--- src/rtl/pb_pkg.sv ---
`default_nettype none
// ============================================================================
//  Module      : pb_pkg
//  Description : Shared channel state encoding, counter sizing and timing defaults
//                for the push-button conditioner.
//  Revision    : 1.0 - initial release
// ============================================================================
package pb_pkg;

   typedef enum logic [1:0] {
      LOW       = 2'd0,
      RISE_WAIT = 2'd1,
      HIGH      = 2'd2,
      FALL_WAIT = 2'd3
   } pb_state_t;

   localparam int c_N_PBS_DEF           = 3;
   localparam int c_DEBOUNCE_CYCLES_DEF = 16;
   localparam int c_REPEAT_DELAY_DEF    = 64;
   localparam int c_REPEAT_PERIOD_DEF   = 32;

   // The width is sized from the largest count so that one counter width fits
   // every timing value. The extra bit leaves headroom for saturation.
   function automatic int pb_cnt_width(input int a, input int b, input int c);
      int m;
      m = a;
      if (b > m) m = b;
      if (c > m) m = c;
      return $clog2(m) + 1;
   endfunction

endpackage
`default_nettype wire

--- src/rtl/pb_conditioner_if.sv ---
`default_nettype none
// ============================================================================
//  Module      : pb_conditioner_if
//  Description : Button-side and CPU-side signal bundle of the push-button
//                conditioner.
//  Revision    : 1.0 - initial release
// ============================================================================
interface pb_conditioner_if
   import pb_pkg::*;
#(
   parameter int N_PBs = c_N_PBS_DEF
);

   logic [N_PBs-1:0] PB_raw;
   logic [N_PBs-1:0] EVENT_CLR;
   logic [N_PBs-1:0] PB_stable;
   logic [N_PBs-1:0] PB_press;
   logic [N_PBs-1:0] PB_event;

   modport master (
      output PB_raw,
      output EVENT_CLR,
      input  PB_stable,
      input  PB_press,
      input  PB_event
   );

   modport slave (
      input  PB_raw,
      input  EVENT_CLR,
      output PB_stable,
      output PB_press,
      output PB_event
   );

endinterface
`default_nettype wire

--- src/rtl/pb_channel.sv ---
`default_nettype none
// ============================================================================
//  Module      : pb_channel
//  Description : One button path. It contains a 2-flop synchroniser, the debounce
//                FSM, the press pulse and the sticky event flag.
//                Auto-repeat is compiled in with macro PB_AUTO_REPEAT_EN.
//  Revision    : 1.0 - initial release
// ============================================================================
module pb_channel
   import pb_pkg::*;
#(
   parameter int DEBOUNCE_CYCLES = c_DEBOUNCE_CYCLES_DEF,
   parameter int REPEAT_DELAY    = c_REPEAT_DELAY_DEF,
   parameter int REPEAT_PERIOD   = c_REPEAT_PERIOD_DEF
) (
   input  wire  CLK,
   input  wire  RESET,
   input  wire  i_raw,
   input  wire  i_event_clr,
   output logic o_stable,
   output logic o_press,
   output logic o_event
);

   localparam int              c_CW       = pb_cnt_width(DEBOUNCE_CYCLES, REPEAT_DELAY, REPEAT_PERIOD);
   localparam logic [c_CW-1:0] c_CNT_ONE  = c_CW'(1);
   localparam logic [c_CW-1:0] c_CNT_MAX  = '1;
   localparam logic [c_CW-1:0] c_DEB_LAST = c_CW'(DEBOUNCE_CYCLES - 1);

   logic            r_sync1;
   logic            r_sync2;
   pb_state_t       r_state;
   pb_state_t       w_state_nxt;
   logic [c_CW-1:0] r_cnt;
   logic [c_CW-1:0] w_cnt_nxt;
   logic [c_CW-1:0] w_cnt_inc;
   logic            w_rise;
   logic            w_press_nxt;
   logic            r_stable;
   logic            r_press;
   logic            r_event;

   assign w_cnt_inc = (r_cnt == c_CNT_MAX) ? r_cnt : (r_cnt + c_CNT_ONE);

   always_ff @(posedge CLK) begin
      if (RESET) begin
         r_state <= LOW;
         r_cnt   <= '0;
      end else begin
         r_state <= w_state_nxt;
         r_cnt   <= w_cnt_nxt;
      end
   end

   always_comb begin
      w_state_nxt = r_state;
      w_cnt_nxt   = r_cnt;
      w_rise      = 1'b0;
      case (r_state)
         LOW: begin
            if (r_sync2) begin
               w_state_nxt = RISE_WAIT;
               w_cnt_nxt   = c_CNT_ONE;
            end else begin
               w_cnt_nxt   = '0;
            end
         end
         RISE_WAIT: begin
            if (!r_sync2) begin
               w_state_nxt = LOW;
               w_cnt_nxt   = '0;
            end else if (r_cnt == c_DEB_LAST) begin
               w_state_nxt = HIGH;
               w_cnt_nxt   = '0;
               w_rise      = 1'b1;
            end else begin
               w_cnt_nxt   = w_cnt_inc;
            end
         end
         HIGH: begin
            if (!r_sync2) begin
               w_state_nxt = FALL_WAIT;
               w_cnt_nxt   = c_CNT_ONE;
            end
         end
         FALL_WAIT: begin
            if (r_sync2) begin
               w_state_nxt = HIGH;
               w_cnt_nxt   = '0;
            end else if (r_cnt == c_DEB_LAST) begin
               w_state_nxt = LOW;
               w_cnt_nxt   = '0;
            end else begin
               w_cnt_nxt   = w_cnt_inc;
            end
         end
         default: begin
            w_state_nxt = LOW;
            w_cnt_nxt   = '0;
         end
      endcase
   end

`ifdef PB_AUTO_REPEAT_EN
   localparam logic [c_CW-1:0] c_DLY_LAST = c_CW'(REPEAT_DELAY - 1);
   localparam logic [c_CW-1:0] c_PER_LAST = c_CW'(REPEAT_PERIOD - 1);

   logic [c_CW-1:0] r_rep;
   logic            r_rep_armed;
   logic            w_hold;
   logic            w_rep_fire;

   // Counting starts only once the state is settled in HIGH. Re-entry from
   // FALL_WAIT restarts the delay without a pulse.
   always_comb begin
      w_hold     = (r_state == HIGH) && (w_state_nxt == HIGH);
      w_rep_fire = w_hold && (r_rep == (r_rep_armed ? c_PER_LAST : c_DLY_LAST));
   end

   always_ff @(posedge CLK) begin
      if (RESET || !w_hold) begin
         r_rep       <= '0;
         r_rep_armed <= 1'b0;
      end else if (w_rep_fire) begin
         r_rep       <= '0;
         r_rep_armed <= 1'b1;
      end else begin
         r_rep       <= (r_rep == c_CNT_MAX) ? r_rep : (r_rep + c_CNT_ONE);
      end
   end

   assign w_press_nxt = w_rise | w_rep_fire;
`else
   assign w_press_nxt = w_rise;
`endif

   // Set takes priority over clear, so a press that coincides with a CPU ack is kept.
   always_ff @(posedge CLK) begin
      if (RESET) begin
         r_sync1  <= 1'b0;
         r_sync2  <= 1'b0;
         r_stable <= 1'b0;
         r_press  <= 1'b0;
         r_event  <= 1'b0;
      end else begin
         r_sync1  <= i_raw;
         r_sync2  <= r_sync1;
         r_stable <= (w_state_nxt == HIGH) || (w_state_nxt == FALL_WAIT);
         r_press  <= w_press_nxt;
         r_event  <= r_press | (r_event & ~i_event_clr);
      end
   end

   assign o_stable = r_stable;
   assign o_press  = r_press;
   assign o_event  = r_event;

endmodule
`default_nettype wire

--- src/rtl/pb_conditioner.sv ---
`default_nettype none
// ============================================================================
//  Module      : pb_conditioner
//  Description : Conditions N_PBs buttons into a debounced level, a press pulse
//                and a sticky event flag for the Wrapper PB input.
//                Auto-repeat is compiled in with macro PB_AUTO_REPEAT_EN.
//  Revision    : 1.0 - initial release
// ============================================================================
module pb_conditioner
   import pb_pkg::*;
#(
   parameter int N_PBs           = c_N_PBS_DEF,
   parameter int DEBOUNCE_CYCLES = c_DEBOUNCE_CYCLES_DEF,
   parameter int REPEAT_DELAY    = c_REPEAT_DELAY_DEF,
   parameter int REPEAT_PERIOD   = c_REPEAT_PERIOD_DEF
) (
   input  wire              CLK,
   input  wire              RESET,
   pb_conditioner_if.slave  pb
);

   logic [N_PBs-1:0] w_stable;
   logic [N_PBs-1:0] w_press;
   logic [N_PBs-1:0] w_event;

   generate
      for (genvar gi = 0; gi < N_PBs; gi++) begin : g_ch
         pb_channel #(
            .DEBOUNCE_CYCLES (DEBOUNCE_CYCLES),
            .REPEAT_DELAY    (REPEAT_DELAY),
            .REPEAT_PERIOD   (REPEAT_PERIOD)
         ) u_ch (
            .CLK         (CLK),
            .RESET       (RESET),
            .i_raw       (pb.PB_raw[gi]),
            .i_event_clr (pb.EVENT_CLR[gi]),
            .o_stable    (w_stable[gi]),
            .o_press     (w_press[gi]),
            .o_event     (w_event[gi])
         );
      end
   endgenerate

   assign pb.PB_stable = w_stable;
   assign pb.PB_press  = w_press;
   assign pb.PB_event  = w_event;

endmodule
`default_nettype wire

--- src/flat_wrapper.sv ---
// flat-port wrapper written by rule: the top's interface ports become plain ports
module pb_conditioner_flat import pb_pkg::*;
#(
   parameter int N_PBs           = c_N_PBS_DEF,
   parameter int DEBOUNCE_CYCLES = c_DEBOUNCE_CYCLES_DEF,
   parameter int REPEAT_DELAY    = c_REPEAT_DELAY_DEF,
   parameter int REPEAT_PERIOD   = c_REPEAT_PERIOD_DEF
)
  (CLK, RESET, pb_PB_raw, pb_EVENT_CLR, pb_PB_stable, pb_PB_press, pb_PB_event);
  pb_conditioner_if #(.N_PBs(N_PBs)) pb_i ();
  input  wire CLK;
  input  wire RESET;
  input wire logic [$bits(pb_i.PB_raw)-1:0] pb_PB_raw;
  input wire logic [$bits(pb_i.EVENT_CLR)-1:0] pb_EVENT_CLR;
  output wire logic [$bits(pb_i.PB_stable)-1:0] pb_PB_stable;
  output wire logic [$bits(pb_i.PB_press)-1:0] pb_PB_press;
  output wire logic [$bits(pb_i.PB_event)-1:0] pb_PB_event;
  assign pb_i.PB_raw = pb_PB_raw;
  assign pb_i.EVENT_CLR = pb_EVENT_CLR;
  assign pb_PB_stable = pb_i.PB_stable;
  assign pb_PB_press = pb_i.PB_press;
  assign pb_PB_event = pb_i.PB_event;
  pb_conditioner #(.N_PBs(N_PBs), .DEBOUNCE_CYCLES(DEBOUNCE_CYCLES), .REPEAT_DELAY(REPEAT_DELAY), .REPEAT_PERIOD(REPEAT_PERIOD)) u_core (.CLK(CLK), .RESET(RESET), .pb(pb_i));
endmodule
--- config.mk ---
export PLATFORM = sky130hd
export DESIGN_NAME = pb_conditioner_flat
export DESIGN_NICKNAME = d
export VERILOG_FILES = /design/src/rtl/pb_pkg.sv /design/src/rtl/pb_conditioner_if.sv /design/src/rtl/pb_channel.sv /design/src/rtl/pb_conditioner.sv /design/src/flat_wrapper.sv
export SDC_FILE = /design/constraint.sdc
export NUM_CORES = 1
export LEC_CHECK = 0
export ABC_AREA = 1
export CORE_MARGIN = 2
export CORE_UTILIZATION = 40
export DETAILED_ROUTE_END_ITERATION = 8
export SYNTH_ARGS = -nofsm -noshare
export SYNTH_HDL_FRONTEND = slang
export SYNTH_HIERARCHICAL = 1
export SYNTH_SLANG_ARGS = --single-unit
--- constraint.sdc ---
create_clock -name CLK -period 1.5 [get_ports CLK]
set_input_delay 0.225 -clock CLK [delete_from_list [all_inputs] [get_ports CLK]]
set_output_delay 0.225 -clock CLK [all_outputs]
set_load 0.1 [all_outputs]
==> metrics.yaml <==
status: "finished, final reports clean"
slew_violations: 0
antenna_found_initial: 0
ys_ff_latch: 39
io_buffers: 16
grt-ovfl-total: 0
vias_per_cell: 4.602
grt_pass1_vias: 1511
post_drt_wl_per_cell_um: 10.21
critPathBufInv: 0
peakVddDrop_mv: 0.4351
rsz0062_at_grt: "false"
critical_path_class: "flip-flop to flip-flop"
syn_inst: 273
critPathMaxStageDelay_ns: 0.36
via_count: 1698
worstSetupEndpointType: "flip-flop"
fillers: 491
worstPathMaxFanout: 6
initialDrtViolationCount: 117
synth_top_area_share_pct: 38.38
ys_warn_count: 6
core_mm2: 0.004817
syn2layout_area_growth_pct: 24.97
min_period_ns: 1.317
setup_viol_count_final: 0
p_per_area_mw_per_mm2: 785.1
cts_inserted_buffers: 5
io-pin-count: 17
dr.pass1.iters: 4
hold_buffers: 0
crit_chain: "ha_1 -> nand3_4 -> nor2_4 -> xor2_1 -> nand2_1 -> nand2_1 -> nand2_1"
layout-drive-gt1-share_pct: 23.18
gp_congestion: 0.7933
n_antenna_cell: 0
drt_wl_total_mm: 3.769
max_cap_viol_count: 0
setup_tns_ns: 0
fp-row-count: 25
start_util_pct: 42.23
grt_pass1_wl_mm: 6.603
wl_met1_mm: 1.881
hold_violations: 0
finish.utilization_pct: 52.78
cts.sinks: 39
htree_levels: 2
route.met3.wl_um: 155
netlist_area_mm2: 0.002034
stdcell_area_mm2: 0.002542
critical_path.startpoint_type: "flip-flop"
cp_common_cell: "nand2_1"
cts_tree: "yes"
dr.max_layer_used: "met4"
hpwl_mm: 2.852
cts_root_buf: "clkbuf_8"
worstHoldPathType: "flip-flop to flip-flop"
fmax_ghz: 0.7592
track_usage_pct: 15.17
period_share_pct: 87.81
clk_latency_ns: 0.29
max_slew_margin_pct: 80.41
met2_length_mm: 1.687
cp_top_family: "simple AND/OR/NAND/NOR gates"
fin_nets: 312
required_ns: 1.69
cts_resized: 0
cts_buffer_depth: 2
ant_nets: 0
synth_area_leaders: "dfxtp_1, nand2_1, a21oi_2"
worstPathArrival_ns: 1.51
cts_setup_buffers: 0
worst_pin_slew_ns: 0.2934
die_h_um: 75.32
synth_nets: 284
synth.distinct_cells: 19
seqCellArea_um2: 784.5
drc_errors: 0
die_w_um: 75.32
p_leak_nw: 1.077
dieArea_mm2: 0.005672
syn_area_per_cell_um2: 7.452
clock_skew_ns: 0.008897
grt_max_degree: 15
ys_seq_area_share_pct: 38.38
crit_path_top_delay_cell: "dfxtp_1"
multi_input_area_mm2: 0.001115
synth.largest_area_cell: "dfxtp_1"
postPlaceCellArea_mm2: 0.002430
cts.clk_slew.worst_paths_ns: 0.08
-- through the flow --
stage / hold slack, ns / worst slack (ns) / instances / total power, mW
final: 0.3977 / 0.1828 / 369 / 1.996
after detailed placement: 0.3935 / 0.08127 / 361 / 1.155
after floorplan: 0.3320 / 0.1257 / 273 / 1.117
after CTS: 0.4027 / 0.1478 / 369 / 2.025
after global placement: 0.3930 / 0.09723 / 361 / 1.155
after global routing: 0.4103 / 0.03384 / 369 / 2.079
-- cell type report --
type	instances	area share [%]
Multi-Input combinational cell	198	43.85
Sequential cell	39	30.86
Timing Repair Buffer	24	12.70
Inverter	33	4.872
Tap cell	67	3.297
Clock buffer	5	2.707
Clock inverter	3	1.722
-- path summary, 6_finish.rpt --
path | startpoint | to | slack, ns | cells after the start
max reg2reg | u_core/g_ch[1].u_ch/r_cnt[0]$_SDFFE_PP0P_ | u_core/g_ch[1].u_ch/r_cnt[0]$_SDFFE_PP0P_ | 0.18 | 7
min | u_core/g_ch[0].u_ch/r_sync1$_SDFF_PP0_ | u_core/g_ch[0].u_ch/r_sync2$_SDFF_PP0_ | 0.40 | 2
min reg2reg | u_core/g_ch[0].u_ch/r_sync1$_SDFF_PP0_ | u_core/g_ch[0].u_ch/r_sync2$_SDFF_PP0_ | 0.40 | 2
max | u_core/g_ch[1].u_ch/r_cnt[0]$_SDFFE_PP0P_ | u_core/g_ch[1].u_ch/r_cnt[0]$_SDFFE_PP0P_ | 0.18 | 7
-- report_power, final --
part / switching, mW / leakage [nW] / internal, mW / total, mW
Combinational: 0.0407 / 0.701 / 0.0361 / 0.0768
Sequential: 0.00663 / 0.317 / 1.05 / 1.05
Clock: 0.371 / 0.0581 / 0.495 / 0.866
Total: 0.419 / 1.08 / 1.58 / 2.00
-- metal layers --
metal	track usage, %	vias to the layer above
li1	-	912
met1	19.93	756
met2	24.25	25
met3	4.365	5
met4	4.678	0
met5	0	-
-- Yosys cell counts --
| master | instances |
|---|---|
| nand2_1 | 93 |
| dfxtp_1 | 39 |
| inv_1 | 30 |
| nor2_1 | 27 |
| a21oi_2 | 15 |
| nand3_1 | 15 |
| xor2_1 | 9 |
| a21oi_1 | 6 |
| nand3_2 | 6 |
| nand3_4 | 6 |
| buf_2 | 3 |
| ha_1 | 3 |
| inv_2 | 3 |
| nor2_2 | 3 |
| nor2_4 | 3 |
| nor3_2 | 3 |
| o21a_1 | 3 |
| o21ai_0 | 3 |
| o21ai_2 | 3 |
-- state kept, by name (all words and copies together), names as in the netlist --
name                       cells
u_core/g_ch.u_ch/r_sync2       3
u_core/g_ch.u_ch/o_event       3
u_core/g_ch.u_ch/r_sync1       3
u_core/g_ch.u_ch/o_stable      3
u_core/g_ch.u_ch/o_press       3
u_core/g_ch.u_ch/r_state       3
u_core/g_ch.u_ch/r_cnt        21
-- layout by cell type, fill, tap and decap left out --
| master | n |
|---|---|
| a21oi_1 | 6 |
| a21oi_2 | 15 |
| buf_12 | 10 |
| buf_4 | 7 |
| bufinv_16 | 1 |
| clkbuf_8 | 5 |
| clkdlybuf4s50_1 | 7 |
| clkinv_2 | 1 |
| clkinv_4 | 1 |
| dfxtp_1 | 36 |
| dfxtp_2 | 3 |
| ha_1 | 3 |
| inv_1 | 30 |
| inv_2 | 3 |
| nand2_1 | 93 |
| nand3_1 | 15 |
| nand3_2 | 6 |
| nand3_4 | 6 |
| nor2_1 | 27 |
| nor2_2 | 3 |
| nor2_4 | 3 |
| nor3_2 | 3 |
| o21a_1 | 3 |
| o21ai_0 | 3 |
| o21ai_2 | 3 |
| xor2_1 | 9 |
-- worst register-to-register path, stage by stage (launching register included) --
cell and delay (ns):
dfxtp_1 0.36, ha_1 0.24, nand3_4 0.14, nor2_4 0.17
xor2_1 0.16, nand2_1 0.07, nand2_1 0.06, nand2_1 0.04
-- kinds of logic after synthesis --
kind of cell / Yosys count / share of synthesized area [%]
simple gates: 156 / 38.01
flops: 39 / 38.38
buf+inv: 36 / 6.826
compound gates: 30 / 11.07
xor+xnor: 9 / 3.875
fa+ha+maj: 3 / 1.845
Note: power is estimated with default switching activity, not from simulation.
